--- src/rtl/button_event.sv ---
//============================================================================
// Module      : button_event
// Description : Turns a debounced, clk-synchronous, active-high button level
//               into one-cycle event pulses. The events are press, release,
//               single click, double click and long press. An optional
//               auto-repeat pulse is available while the button is long-held.
// Revision    : 1.0 - initial release
//----------------------------------------------------------------------------
// Ports
//   clk          in   system clock, rising edge
//   rst_n        in   asynchronous active-low reset
//   btn_in       in   debounced button level (synchronous to clk)
//   press_p      out  pulse on each rising edge of btn_in
//   release_p    out  pulse on each falling edge of btn_in
//   click_p      out  pulse for a completed short single click
//   dbl_click_p  out  pulse for a completed double click
//   long_p       out  pulse when a press reaches LONG_CNT high samples
//   repeat_p     out  auto-repeat pulse while long-held (optional feature)
//   busy         out  high whenever the classifier FSM is not idle
//----------------------------------------------------------------------------
// Build option
//   BUTTON_EVENT_REPEAT_EN : when defined, repeat_p pulses every REPEAT_CNT
//                            cycles while the button stays long-held. When
//                            undefined, repeat_p is tied low.
//============================================================================
`default_nettype none

module button_event #(
  parameter int LONG_CNT   = 16,
  parameter int DBL_GAP    = 8,
  parameter int REPEAT_CNT = 4
) (
  input  logic clk,
  input  logic rst_n,
  input  logic btn_in,
  output logic press_p,
  output logic release_p,
  output logic click_p,
  output logic dbl_click_p,
  output logic long_p,
  output logic repeat_p,
  output logic busy
);

  localparam int HOLD_W = $clog2(LONG_CNT + 1);
  localparam int GAP_W  = $clog2(DBL_GAP + 1);

  localparam logic [HOLD_W-1:0] HOLD_MAX = HOLD_W'(LONG_CNT);
  localparam logic [GAP_W-1:0]  GAP_MAX  = GAP_W'(DBL_GAP);

  localparam logic [2:0] IDLE      = 3'd0;
  localparam logic [2:0] PRESS1    = 3'd1;
  localparam logic [2:0] GAP       = 3'd2;
  localparam logic [2:0] PRESS2    = 3'd3;
  localparam logic [2:0] LONG_HELD = 3'd4;

  // Elaboration-time guard on the legal parameter ranges.
  if (LONG_CNT < 2 || DBL_GAP < 2 || REPEAT_CNT < 1) begin : g_param_check
    $error("button_event: illegal parameter value");
  end

  logic              btn_q;
  logic [2:0]        state_q, state_d;
  logic [HOLD_W-1:0] hold_cnt_q, hold_cnt_d;
  logic [GAP_W-1:0]  gap_cnt_q, gap_cnt_d;
  logic              press_q, release_q;
  logic              click_q, click_d;
  logic              dbl_q, dbl_d;
  logic              long_q, long_d;

  logic              w_rise;
  logic              w_fall;
  logic [HOLD_W-1:0] w_hold_inc;
  logic [GAP_W-1:0]  w_gap_inc;

  assign w_rise = btn_in & ~btn_q;
  assign w_fall = ~btn_in & btn_q;

  // Saturating increments. The FSM leaves each counting state before the
  // limit can be exceeded, so saturation only guards against wrap.
  assign w_hold_inc = (hold_cnt_q == HOLD_MAX) ? hold_cnt_q : hold_cnt_q + HOLD_W'(1);
  assign w_gap_inc  = (gap_cnt_q == GAP_MAX) ? gap_cnt_q : gap_cnt_q + GAP_W'(1);

  // Classification FSM. The sample that causes entry into a counting state
  // is itself the first counted sample, so each counter is loaded with 1.
  always_comb begin
    state_d    = state_q;
    hold_cnt_d = hold_cnt_q;
    gap_cnt_d  = gap_cnt_q;
    click_d    = 1'b0;
    dbl_d      = 1'b0;
    long_d     = 1'b0;
    case (state_q)
      IDLE: begin
        if (w_rise) begin
          hold_cnt_d = HOLD_W'(1);
          state_d    = PRESS1;
        end
      end
      PRESS1, PRESS2: begin
        if (btn_in) begin
          hold_cnt_d = w_hold_inc;
          if (w_hold_inc == HOLD_MAX) begin
            long_d  = 1'b1;
            state_d = LONG_HELD;
          end
        end else if (state_q == PRESS1) begin
          gap_cnt_d = GAP_W'(1);
          state_d   = GAP;
        end else begin
          dbl_d   = 1'b1;
          state_d = IDLE;
        end
      end
      GAP: begin
        // btn_q is always low in GAP, so a high sample is a rise; checking it
        // first makes a rise win over a simultaneous gap expiry.
        if (btn_in) begin
          hold_cnt_d = HOLD_W'(1);
          state_d    = PRESS2;
        end else begin
          gap_cnt_d = w_gap_inc;
          if (w_gap_inc == GAP_MAX) begin
            click_d = 1'b1;
            state_d = IDLE;
          end
        end
      end
      LONG_HELD: begin
        if (!btn_in) begin
          state_d = IDLE;
        end
      end
      default: begin
        state_d = IDLE;
      end
    endcase
  end

  always_ff @(posedge clk or negedge rst_n) begin
    if (!rst_n) begin
      btn_q      <= 1'b0;
      state_q    <= IDLE;
      hold_cnt_q <= '0;
      gap_cnt_q  <= '0;
      press_q    <= 1'b0;
      release_q  <= 1'b0;
      click_q    <= 1'b0;
      dbl_q      <= 1'b0;
      long_q     <= 1'b0;
    end else begin
      btn_q      <= btn_in;
      state_q    <= state_d;
      hold_cnt_q <= hold_cnt_d;
      gap_cnt_q  <= gap_cnt_d;
      press_q    <= w_rise;
      release_q  <= w_fall;
      click_q    <= click_d;
      dbl_q      <= dbl_d;
      long_q     <= long_d;
    end
  end

`ifdef BUTTON_EVENT_REPEAT_EN
  localparam int REP_W = $clog2(REPEAT_CNT + 1);
  localparam logic [REP_W-1:0] REP_MAX = REP_W'(REPEAT_CNT);

  logic [REP_W-1:0] rep_cnt_q, rep_cnt_d;
  logic [REP_W-1:0] w_rep_inc;
  logic             repeat_q, repeat_d;

  assign w_rep_inc = rep_cnt_q + REP_W'(1);

  // The counter sits at zero outside LONG_HELD. It is therefore zero on
  // entry, and the first pulse lands REPEAT_CNT cycles after long_p.
  always_comb begin
    rep_cnt_d = '0;
    repeat_d  = 1'b0;
    if (state_q == LONG_HELD && btn_in) begin
      if (w_rep_inc == REP_MAX) begin
        repeat_d = 1'b1;
      end else begin
        rep_cnt_d = w_rep_inc;
      end
    end
  end

  always_ff @(posedge clk or negedge rst_n) begin
    if (!rst_n) begin
      rep_cnt_q <= '0;
      repeat_q  <= 1'b0;
    end else begin
      rep_cnt_q <= rep_cnt_d;
      repeat_q  <= repeat_d;
    end
  end

  assign repeat_p = repeat_q;
`else
  assign repeat_p = 1'b0;
`endif

  assign press_p     = press_q;
  assign release_p   = release_q;
  assign click_p     = click_q;
  assign dbl_click_p = dbl_q;
  assign long_p      = long_q;
  assign busy        = (state_q != IDLE);

endmodule

`default_nettype wire

--- config.mk ---
export PLATFORM = sky130hd
export DESIGN_NAME = button_event
export DESIGN_NICKNAME = d
export VERILOG_FILES = /design/src/rtl/button_event.sv
export SDC_FILE = /design/constraint.sdc
export NUM_CORES = 1
export LEC_CHECK = 0
export ABC_AREA = 1
export CORE_AREA = 2 2 41 58
export DETAILED_ROUTE_END_ITERATION = 8
export DIE_AREA = 0 0 43 60
export PLACE_DENSITY = 0.68
export SYNTH_ARGS = -nofsm -noshare
export SYNTH_HDL_FRONTEND = slang
export SYNTH_SLANG_ARGS = --single-unit
--- constraint.sdc ---
create_clock -name clk -period 1.6 [get_ports clk]
set_input_delay 0.48 -clock clk [delete_from_list [all_inputs] [get_ports clk]]
set_output_delay 0.48 -clock clk [all_outputs]
set_load 0.02 [all_outputs]
==> impl_metrics.env <==
export IMPL_status="completed"
export IMPL_synth_nets=132
export IMPL_cts_max_level=1
export IMPL_dr_total_vias=858
export IMPL_fin_crit_sh=0.949
export IMPL_root_buffer="clkbuf_4"
export IMPL_worst_skew_pair_late_latency_ps=300
export IMPL_drc=0
export IMPL_syn_inst=125
export IMPL_numCtsBuffers=3
export IMPL_report_final_setup_viol=0
export IMPL_synth_top_area_frac=0.460
export IMPL_stdcell_area_sq_um=1280
export IMPL_synth_mux_area_frac=0
export IMPL_stdcell_count=180
export IMPL_power_switching_mw=0.775
export IMPL_grt_total_usage=0.185
export IMPL_ys_warn_count=0
export IMPL_reg2reg_slack_ps=100
export IMPL_path_class="flip-flop to primary output"
export IMPL_fin_nets=167
export IMPL_grt_pass1_wl_microns=3570
export IMPL_antenna_found_initial=0
export IMPL_antenna_cells=0
export IMPL_ir_worst_vdd_mv=0.765
export IMPL_cts_tree="built"
export IMPL_ys_ff_latch=18
export IMPL_synth_simple_area_share=0.273
export IMPL_gp_congestion=0.829
export IMPL_worstSetupEndpointType="primary output"
export IMPL_cp_endpoint="busy"
export IMPL_swShare=0.413
export IMPL_leakagePower_nw=0.668
export IMPL_firstDrtPassIters=3
export IMPL_combinationalPowerShare=0.525
export IMPL_rr_worst_depth=11
export IMPL_cts_sinks=18
export IMPL_r2r_start="hold_cnt_q[0]$_DFFE_PN0P_"
export IMPL_finalClockSkew_ps=4.81
export IMPL_p_clk_frac=0.118
export IMPL_yosysTopAreaCell="dfrtp_1"
export IMPL_gr_total_overflow=0
export IMPL_synth_compound_area_share=0.107
export IMPL_die_x_microns=43
export IMPL_synth_area_sq_um=980
export IMPL_finalHoldViolCount=0
export IMPL_io_buffer_count=8
export IMPL_num_rows=20
export IMPL_synthAdderAreaFrac=0.0511
export IMPL_grt_pass1_vias=897
export IMPL_synth_area_top_cells="dfrtp_1, nand2_1, inv_1, ha_1, nor2_1"
export IMPL_fmax_mhz=658
export IMPL_viasPerCell=4.77
export IMPL_synthToLayoutAreaGrowth_pct=31.0
export IMPL_syn_avg_cell_area_sq_um=7.84
export IMPL_dieArea_sq_um=2580
export IMPL_die_h_microns=60
export IMPL_whs_ps=496
export IMPL_drt_iter0_drc=4
export IMPL_place_area_sq_um=1190
export IMPL_cp_start_kind="flip-flop"
export IMPL_p_seq_frac=0.357
export IMPL_core_sq_um=2100
export IMPL_ys_seq_area_frac=0.460
export IMPL_slowest_delay_ps=400
export IMPL_r2r_end="state_q[2]$_DFFE_PN0P_"
export IMPL_cts_buffer_depth=2
export IMPL_finalMaxSlewViolations=0
export IMPL_wire_per_inst_microns=11.1
export IMPL_setup_worst_path_start="state_q[1]$_DFFE_PN0P_"
export IMPL_place_ws_ps=-103
export IMPL_ant_nets=0
export IMPL_p_per_area_nw_per_um2=1460
export IMPL_required_ps=1120
export IMPL_post_route_min_period_ps=1520
export IMPL_synth_top_family_by_area="simple AND/OR/NAND/NOR gates"
export IMPL_synth_xor_area_frac=0.0166
export IMPL_grt_max_degree=19
export IMPL_setup_ws_ps=81.0
export IMPL_p_int_mw=1.10
export IMPL_cp_slowest_cell="dfrtp_1"
export IMPL_arrival_ps=1040
export IMPL_clk_pin_slew_worst_paths_ps=100
export IMPL_initial_utilization=0.466
export IMPL_place_inst=169
export IMPL_path_max_fanout=2
export IMPL_dpl_hpwl_microns=1520
export IMPL_drive_gt1_frac=0.304
export IMPL_wirelength_microns=1990
export IMPL_io_pins=10
export IMPL_hp_class="input pin to async pin"
export IMPL_p_total_mw=1.88
export IMPL_path_cells="nor2_2 -> nand2_1 -> buf_2"
export IMPL_cap_violations=0
export IMPL_ys_types=21
export IMPL_cts_hold_buffers_added=0
[logic make-up (layout without fill, tap and decap cells)]
logic type | Yosys count | after routing
compound gates | 18 | 18
xor+xnor | 1 | 1
fa+ha+maj | 4 | 4
buf+inv | 22 | 55
flops | 18 | 18
other cells | 1 | 1
simple gates | 61 | 61
[cells in the mapped netlist]
cell      number
nor3_1         2
nor2_2         5
ha_1           4
xor2_2         1
nand4_1        3
conb_1         1
o22ai_1        4
a21oi_1        4
dfrtp_1       18
buf_4          1
inv_2          5
nand3_1        6
o21ai_1        4
inv_1         16
a21o_1         1
nand2_2        1
nand3_2        1
nor2_1        12
nand2_1       31
a211oi_2       1
o21ai_0        4
[flip-flops by register name (all words and copies together) (netlist names)]
signal and count:
hold_cnt_q 5, click_p 1, release_p 1, long_p 1, gap_cnt_q 4, press_p 1
btn_q 1, dbl_click_p 1, state_q 3
[power by group through the flow]
stage | clock network, mW | logic [mW] | registers [mW]
final | 0.221 | 0.985 | 0.671
after global placement | 0 | 0.853 | 0.680
after CTS | 0.233 | 0.856 | 0.677
after global routing | 0.247 | 1.12 | 0.690
after floorplan | 0 | 0.562 | 0.680
after detailed placement | 0 | 0.875 | 0.687
[per-stage QoR]
step | setup TNS, ps | util
floorplan | 0 | -
global placement | -179 | 0.567
detailed placement | -410 | 0.567
CTS | 0 | 0.573
global route | -46.8 | 0.611
finish | 0 | 0.611
[area by class of cell]
class / instances / area [sq um]
Clock buffer: 3 / 22.5
Fill cell: 194 / 818
Inverter: 21 / 78.8
Multi-Input combinational cell: 85 / 462
Sequential cell: 18 / 452
Tap cell: 22 / 27.5
Timing Repair Buffer: 31 / 241
[critical path, delay by kind of cell (launching register included)]
family                 cells  cell delay [ps]
AND/OR/NAND/NOR            2              190
flip-flops                 1              400
buffers and inverters      1              150
[metal layers]
layer / track usage / vias up / share of wire
li1: - / 460 / -
met1: 0.193 / 386 / 0.40
met2: 0.355 / 7 / 0.55
met3: 0.0181 / 5 / 0.019
met4: 0.104 / 0 / 0.025
met5: 0 / - / 0
[cells in the final DEF (no fill, tap or decap), drive strengths merged]
| cell type | Yosys | final |
|---|---|---|
| nand2 | 32 | 32 |
| buf | 1 | 24 |
| inv | 21 | 21 |
| dfrtp | 18 | 18 |
| nor2 | 17 | 17 |
| o21ai | 8 | 8 |
| nand3 | 7 | 7 |
| dlygate4sd2 | 0 | 5 |
| o22ai | 4 | 4 |
| a21oi | 4 | 4 |
| ha | 4 | 4 |
| nand4 | 3 | 3 |
| clkbuf | 0 | 3 |
| nor3 | 2 | 2 |
| clkdlybuf4s50 | 0 | 2 |
| xor2 | 1 | 1 |
| a211oi | 1 | 1 |
| a21o | 1 | 1 |
| conb | 1 | 1 |
[timing repair]
| action | 4_1_cts | 5_1_grt |
|---|---|---|
| pin swaps | 0 | 2 |
| buffers inserted | 0 | 8 |
| endpoints found under the setup margin | 6 | 2 |
| endpoints found under the hold margin | 0 | 0 |
| gates resized for setup | 9 | 8 |
[worst min path at each step]
stage	startpoint	end	slack, ps	depth (start not counted)
2_1_floorplan	rst_n	btn_q$_DFF_PN0_	180	0
3_3_place_gp	btn_q$_DFF_PN0_	press_p$_DFF_PN0_	500	1
3_5_place_dp	btn_q$_DFF_PN0_	press_p$_DFF_PN0_	510	1
4_1_cts	rst_n	gap_cnt_q[3]$_DFFE_PN0P_	500	2
5_1_grt	rst_n	gap_cnt_q[3]$_DFFE_PN0P_	540	2
6_report	rst_n	gap_cnt_q[3]$_DFFE_PN0P_	500	2
(Power assumes the default switching activity.)
